File: src/rtl/shift_unit_seq_pkg.sv
// Shared definitions for the sequential shifter: operation codes and FSM state encodings.
package shift_unit_seq_pkg;

  typedef enum logic [1:0] {
    OP_SRL = 2'b00,
    OP_SRA = 2'b01,
    OP_SLL = 2'b10,
    OP_ROR = 2'b11
  } shift_op_e;

  typedef enum logic [1:0] {
    ST_IDLE  = 2'b00,
    ST_SHIFT = 2'b01,
    ST_DONE  = 2'b10
  } shift_state_e;

endpackage

File: src/rtl/shift_unit_seq_step.sv
// Combinational single-step shifter: shifts by k (0..STEP) bits and reports the last bit shifted out.
module shift_step
  import shift_unit_seq_pkg::*;
#(
  parameter int W    = 8,
  parameter int STEP = 1,
  localparam int KW  = $clog2(STEP + 1)
) (
  input  logic [W-1:0]  i_data,
  input  shift_op_e     i_op,
  input  logic [KW-1:0] i_k,
  output logic [W-1:0]  o_data,
  output logic          o_carry
);

  int           w_k;
  logic [W-1:0] w_pre;

  always_comb begin
    w_k     = int'(i_k);
    w_pre   = i_data;
    o_data  = i_data;
    o_carry = 1'b0;
    case (i_op)
      OP_SRL: o_data = i_data >> w_k;
      OP_SRA: o_data = $signed(i_data) >>> w_k;
      OP_SLL: o_data = i_data << w_k;
      OP_ROR: o_data = (i_data >> w_k) | (i_data << (W - w_k));
      default: o_data = i_data;
    endcase
    // Pre-shifting by k-1 puts the last departing bit at the edge, avoiding a variable index.
    if (w_k != 0) begin
      case (i_op)
        OP_SRL, OP_SRA: begin
          w_pre   = i_data >> (w_k - 1);
          o_carry = w_pre[0];
        end
        OP_SLL: begin
          w_pre   = i_data << (w_k - 1);
          o_carry = w_pre[W-1];
        end
        default: o_carry = o_data[W-1];
      endcase
    end
  end

endmodule

File: src/rtl/shift_unit_seq.sv
// Multi-cycle SRL/SRA/SLL/ROR shifter: shifts up to STEP bits per clock between valid/ready handshakes.
module shift_unit_seq
  import shift_unit_seq_pkg::*;
#(
  parameter int W    = 8,
  parameter int STEP = 1,
  localparam int AW  = $clog2(W)
) (
  input  logic          clk,
  input  logic          reset,
  input  logic          in_valid,
  output logic          in_ready,
  input  logic [W-1:0]  in_data,
  input  logic [AW-1:0] in_amt,
  input  logic [1:0]    in_op,
  output logic          out_valid,
  input  logic          out_ready,
  output logic [W-1:0]  out_data,
  output logic          out_carry,
  output logic          out_zero
);

  localparam int KW = $clog2(STEP + 1);

  shift_state_e  r_state;
  shift_state_e  w_stateNext;
  logic [W-1:0]  r_data;
  shift_op_e     r_op;
  logic [AW-1:0] r_rem;
  logic          r_carry;
  logic [KW-1:0] w_k;
  logic [AW-1:0] w_remNext;
  logic [W-1:0]  w_stepData;
  logic          w_stepCarry;

  always_comb begin
    if (int'(r_rem) >= STEP) w_k = KW'(STEP);
    else                     w_k = KW'(r_rem);
    w_remNext = r_rem - AW'(w_k);
  end

  shift_step #(.W(W), .STEP(STEP)) u_step (
    .i_data  (r_data),
    .i_op    (r_op),
    .i_k     (w_k),
    .o_data  (w_stepData),
    .o_carry (w_stepCarry)
  );

  always_ff @(posedge clk) begin
    if (reset) r_state <= ST_IDLE;
    else       r_state <= w_stateNext;
  end

  always_comb begin
    w_stateNext = r_state;
    case (r_state)
      ST_IDLE:  if (in_valid) w_stateNext = (in_amt != '0) ? ST_SHIFT : ST_DONE;
      ST_SHIFT: if (w_remNext == '0) w_stateNext = ST_DONE;
      ST_DONE:  if (out_ready) w_stateNext = ST_IDLE;
      default:  w_stateNext = ST_IDLE;
    endcase
  end

  // Operands are captured only on the accepting edge; a zero amount leaves data untouched with carry 0.
  always_ff @(posedge clk) begin
    if (reset) begin
      r_data  <= '0;
      r_op    <= OP_SRL;
      r_rem   <= '0;
      r_carry <= 1'b0;
    end else begin
      case (r_state)
        ST_IDLE: begin
          if (in_valid) begin
            r_data  <= in_data;
            r_op    <= shift_op_e'(in_op);
            r_rem   <= in_amt;
            r_carry <= 1'b0;
          end
        end
        ST_SHIFT: begin
          r_data  <= w_stepData;
          r_carry <= w_stepCarry;
          r_rem   <= w_remNext;
        end
        default: ;
      endcase
    end
  end

  assign in_ready  = (r_state == ST_IDLE) && !reset;
  assign out_valid = (r_state == ST_DONE);
  assign out_data  = r_data;
  assign out_carry = r_carry;
  assign out_zero  = out_valid && (r_data == '0);

endmodule

File: config.mk
export PLATFORM = sky130hd
export DESIGN_NAME = shift_unit_seq
export DESIGN_NICKNAME = d
export VERILOG_FILES = /design/src/rtl/shift_unit_seq_pkg.sv /design/src/rtl/shift_unit_seq_step.sv /design/src/rtl/shift_unit_seq.sv
export SDC_FILE = /design/constraint.sdc
export NUM_CORES = 1
export LEC_CHECK = 0
export CAP_MARGIN = 20
export CORE_MARGIN = 5
export CORE_UTILIZATION = 46
export CTS_CLUSTER_SIZE = 12
export DETAILED_ROUTE_END_ITERATION = 16
export GPL_TIMING_DRIVEN = 0
export PLACE_DENSITY_LB_ADDON = 0.1
export SYNTH_ARGS = -nofsm -noshare
export SYNTH_HDL_FRONTEND = slang
export SYNTH_SLANG_ARGS = --single-unit
export TNS_END_PERCENT = 30
File: constraint.sdc
create_clock -name clk -period 2.3 [get_ports clk]
set_clock_uncertainty 0.15 [all_clocks]
set_input_delay 0.46 -clock clk [delete_from_list [all_inputs] [get_ports clk]]
set_output_delay 0.46 -clock clk [all_outputs]
set_load 0.02 [all_outputs]
-- Yosys cells after proc, flatten, opt, wreduce, memory -nomap -nowiden
Index checks and enable logic that the tools add are counted.
- bits of input ports: 17
- bits in writable memories: 0
- bits in latches: 0
- memory bits (read-only): 0
- flip-flop bits (word level): 16
- memories: 0
- output and inout bits: 12
- reduce and logical (&&, ||, !) cells: 13
- div/mod/pow operators: 0
- $mul: 0
- $add $sub $neg: 3
- shifts and indexed selects: 6
- magnitude comparators: 1
- equality and inequality tests: 8
- mux-type cells: 15
- bitwise logic cells: 1
- operators by type and width (operator ; count):
    $shl A8 B32 Y8 ; 2
    $pmux W8 S4 ; 1
    $shr A8 B32 Y1 ; 1
    $pmux W8 S2 ; 1
    $logic_not A8 Y1 ; 1
    $mux W2 ; 4
    $mux W8 ; 1
    $or A8 B8 Y8 ; 1
    $shl A8 B1 Y8 ; 1
    $shr A8 B1 Y8 ; 1
    $sshr A8 B1 Y8 ; 1
    $eq A2 B2 Y1 const B ; 3
    $pmux W2 S3 ; 1
    $pmux W3 S2 ; 1
    $sub A4 B1 Y5 const A ; 1
    $eq A2 B1 Y1 const B ; 2
    $logic_not A2 Y1 ; 2
    $ne A2 B2 Y1 const B ; 2
    $pmux W1 S2 ; 2
    $reduce_and A2 Y1 ; 2
    $ge A3 B1 Y1 const B ; 1
    $logic_not A3 Y1 ; 1
    $mux W1 ; 3
    $mux W3 ; 1
    other kinds (9) ; 10

-- Logic depth before layout (Yosys ltp)
- word-level depth: 9
- depth in mapped cells: 6
- mapped depth without buffers: 6

-- Hierarchy
From an unflattened synthesis, not the netlist that was laid out.
- cells, all modules: 128
- area total of the unflattened synthesis: 1093.5 um2
- modules (own cells, without submodules) (module ; cells an instance ; instances ; area each (um2) ; sequential area each (um2)):
    shift_unit_seq ; 97 ; 1 ; 882.1 ; 320.3
    shift_step ; 31 ; 1 ; 211.5 ; 0.0

-- Worst setup path after synthesis
OpenSTA, ideal clock, no wires.
- path kind: flip-flop to flip-flop
- start: reg r_rem[2]
- end: reg r_state[0]
- required time: 2029 ps
- path slack: 548 ps
- clock period less this slack: 1752 ps
- stages on the path, launching flop included: 7
- arrival time: 1481 ps
- path through: dfxtp_1 > o21ba_2 > ha_1 > inv_1 > a21oi_1 > o221ai_2 > mux2_4
- cells in the longest elaborated chain, start to end: 6
- RTL lines (element ; RTL line ; source):
    start: declaration ; shift_unit_seq.sv:29 ; logic [AW-1:0] r_rem;
    start signal: assignment ; shift_unit_seq.sv:78 ; r_rem <= in_amt;
    start signal: assignment ; shift_unit_seq.sv:85 ; r_rem <= w_remNext;
    $ge A3 B1 Y1 ; shift_unit_seq.sv:37 ; if (int'(r_rem) >= STEP) w_k = KW'(STEP);
    $mux W1 ; shift_unit_seq.sv:37 ;
    $sub A3 B1 Y3 * ; shift_unit_seq.sv:39 ; w_remNext = r_rem - AW'(w_k);
    $logic_not A3 Y1 * ; shift_unit_seq.sv:59 ; ST_SHIFT: if (w_remNext == '0) w_stateNext = ST_DONE;
    $ne A2 B2 Y1 (no line) * ; - ;
    $reduce_and A3 Y1 (no line) * ; - ;
    end signal: assignment ; shift_unit_seq.sv:52 ; else r_state <= w_stateNext;
    end: declaration ; shift_unit_seq.sv:25 ; shift_state_e r_state;
Mark *: on every way between the ends. The rest lies on a longest branch, timed or not.
A chain may end at the register's enable or synchronous reset.

-- Worst setup path in the final report
- start: reg r_state[0]
- end: out out_zero
- cells in the longest elaborated chain, start to end: 2
- RTL lines (element ; RTL line ; source):
    $eq A2 B2 Y1 ; shift_unit_seq.sv:93 ; assign out_valid = (r_state == ST_DONE);
    $logic_and A1 B1 Y1 ; shift_unit_seq.sv:96 ; assign out_zero = out_valid && (r_data == '0);
    end: declaration ; shift_unit_seq.sv:20 ; output logic out_zero
Every way passes these cells.

==> impl_metrics.py <==
metrics = {
    "detailed_routing": {
        "drcViolationCount": 0,
        "wl_per_cell_um": 14.7,
        "wl_um": 2650,
        "drt_iter0_drc": 17,
        "drtPass1Iterations": 4,
        "final_antenna_net_count": 0,
        "vias_per_cell": 5.54,
        "vias": 998,
    },
    "die": {
        "die_area_um2": 3260,
        "rows": 17,
        "die_w_um": 57.1,
        "start_util_pct": 47.1,
        "dieHeight_um": 57.1,
        "ioPinCount": 29,
        "core_um2": 2170,
    },
    "critical_path": {
        "cp-start-kind": "register",
        "worstPathRequired_ps": 1690,
        "r2r_slack_ps": 400,
        "cp_top_family": "buffers and inverters",
        "startpoint": "r_state[0]$_SDFFE_PP0P_",
        "critPathMaxFanout": 8,
        "worstPathArrival_ps": 1530,
        "cp-endpoint": "out_zero",
        "worstReg2RegStart": "r_rem[2]$_SDFFE_PP0P_",
        "cpPeakStageDelay_ps": 320,
        "cp_cell_sequence": "buf_2 -> inv_2 -> nand2_1 -> inv_1 -> and3_1 -> dlygate4sd2_1",
        "crit_type": "register to primary output",
        "endpoint_kind": "primary output",
        "rr_worst_depth": 6,
        "crit_buf_inv": 4,
        "timing.rr.end": "r_state[0]$_SDFFE_PP0P_",
        "cpMaxStageDelayCell": "dlygate4sd2_1",
        "crit_cells": 6,
    },
    "global_routing": {
        "overflow": 0,
        "use_met3_pct": 2.49,
        "grt_pass1_wl_um": 4510,
        "grt_max_degree": 11,
        "grt.met2_usage_pct": 28.2,
        "grt-busiest-layer": "met2",
        "antenna_found_initial": 0,
        "grt_pass1_vias": 983,
        "grt_util_met1_pct": 23.0,
        "track_usage_pct": 17.2,
    },
    "pwr": {
        "power_leakage_uw": 0.000568,
        "vdd_ir_drop_max_mv": 0.760,
        "powerDensity_nw_per_um2": 1260,
    },
    "place": {
        "gp_congestion": 0.820,
        "place_hpwl_um": 2000,
        "port_buffers": 27,
        "dpl_worst_slack_ps": 109,
    },
    "hold_path": {
        "hold_path.class": "register to register",
    },
    "clocking": {
        "path_clk_slew_ps": 100,
        "htreeDepth": 1,
        "cts_buffer_depth": 2,
        "cts_tree": "done",
        "insertion_delay_ps": 290,
        "cts.sinks": 16,
        "root_buffer": "clkbuf_4",
        "cts_buffers": 3,
    },
    "yosys": {
        "synth_compound_area_share_pct": 27.5,
        "yosys.area_share.adder_pct": 1.23,
        "syn_area_um2": 1020,
        "ys_types": 46,
        "synth_seq_cells": 16,
        "synth_xor_area_share_pct": 0.858,
        "synth_top_family_by_area": "compound AO/OA/AOI/OAI gates",
        "async_flop_share_pct": 0,
        "syn_nets": 139,
        "postSynthCellCount": 121,
        "synth-simple-area-share_pct": 21.2,
        "muxShareOfSynthArea_pct": 11.8,
        "avgSynthCellArea_um2": 8.44,
        "yosysWarnings": 0,
        "synth_flop_cell": "dfxtp_1",
        "yosysSeqAreaShare_pct": 31.4,
        "synth_edf_count": 0,
    },
    "sta": {
        "hold_viol_final": 0,
        "maxSlewHeadroom_pct": 66.7,
        "worst_pin_slew_ps": 500,
        "rsz0062_at_grt": "false",
        "setup_tns_ps": 0,
        "fin_crit_sh_pct": 93.1,
        "setup_slack_ps": 159,
        "setup_viol": 0,
        "fin_crit_ps": 2140,
        "maxSlewViolCount": 0,
        "fmax_mhz": 467,
    },
    "layout": {
        "drive_above_1_share_pct": 13.2,
        "n_antenna_cell": 0,
        "seq_area_um2": 320,
        "final_cell_mix": "clkdlybuf4s50_1, dfxtp_1, nor2_1",
        "layout_commonest_cell": "clkdlybuf4s50_1",
        "multiInputGateArea_um2": 638,
        "fillCellCount": 210,
        "area_delta_synth_final_pct": 33.1,
        "finalNetCount": 171,
    },
    "job": {
        "cap_violations": 0,
    },
    "run_status": {
        "status": "completed",
    },
}
## layer usage
| metal | up-vias | part of all wire [%] |
|---|---|---|
| li1 | 506 | - |
| met1 | 460 | 47 |
| met2 | 28 | 48 |
| met3 | 4 | 4.4 |
| met4 | 0 | 0.79 |
| met5 | - | 0 |
## where the power goes
part           total [uW]  leakage (uW)  switching (uW)  internal, uW
Clock                 192     0.0000210            96.1          96.4
Combinational        1040      0.000415             559           479
Sequential            478      0.000132             110           368
Total                1710      0.000568             765           943
## cell type report
cell class	instances	share of cell area [%]
Inverter	6	1.66
Sequential cell	16	23.6
Clock buffer	4	2.67
Tap cell	28	2.58
Timing Repair Buffer	27	19.6
Buffer	6	2.95
Multi-Input combinational cell	93	47.0
## timing repair
item | CTS | global route
setup buffers | 0 | 0
endpoints found under the setup margin | 3 | 0
resized for setup | 4 | 0
hold buffers | 0 | 0
endpoints found under the hold margin | 0 | 0
## cell usage after synthesis, drive strengths merged, types with 2 or more instances
cell type  number  share of area [%]
dfxtp          16                 31
nor2           16                6.1
a21oi          10                4.9
o21ai           8                3.9
nand2           7                2.8
inv             6                2.2
mux2i           6                5.9
buf             5                3.6
mux2            5                5.9
nand2b          5                3.1
nor3            4                3.1
a311oi          3                2.6
nor2b           3                2.1
a211oi          2                2.0
a22o            2                1.7
nor4            2                1.2
o221ai          2                2.3
o2bb2ai         2                1.7
or3             2                1.7
## through the flow
step / std cells / area, um^2 / util [%] / power (uW) / hold WS [ps]
finish: 180 / 1360 / 62.6 / 1710 / 355
global route: 180 / 1360 / 62.6 / 1850 / 426
CTS: 180 / 1360 / 62.6 / 1710 / 372
detailed placement: 176 / 1330 / 61.1 / 1520 / 348
global placement: 176 / 1330 / 61.1 / 1500 / 328
floorplan: 121 / 1020 / - / 1200 / 337
## worst register-to-register path, stage by stage (launching register included)
cell      delay, ps
dfxtp_1         390
o21ba_2         260
ha_1            190
xor2_1          150
o21ai_1         200
o221ai_2        150
mux2_4          310
## worst min path at each step
stage | from | endpoint | slack, ps | cells past startpoint
after floorplan | r_rem[0]$_SDFFE_PP0P_ | r_rem[0]$_SDFFE_PP0P_ | 340 | 2
after global placement | out_carry$_SDFFE_PP0P_ | out_carry$_SDFFE_PP0P_ | 330 | 2
after detailed placement | out_carry$_SDFFE_PP0P_ | out_carry$_SDFFE_PP0P_ | 350 | 2
after CTS | out_carry$_SDFFE_PP0P_ | out_carry$_SDFFE_PP0P_ | 370 | 2
after global routing | out_carry$_SDFFE_PP0P_ | out_carry$_SDFFE_PP0P_ | 430 | 2
final | out_carry$_SDFFE_PP0P_ | out_carry$_SDFFE_PP0P_ | 360 | 2
## cell families (layout without fill, tap and decap cells)
group,count (synthesis),in the layout
buffers and inverters,12,43
adder cells (fa/ha/maj),1,1
XOR/XNOR,1,1
AO/OA/AOI/OAI,39,39
flip-flops,16,16
multiplexers,11,11
AND/OR/NAND/NOR,41,41
## flip-flops by register name, summed over array words and instances (netlist names)
signal     cells
r_state        2
r_rem          3
r_op           2
out_data       8
out_carry      1
(Power assumes the default switching activity.)
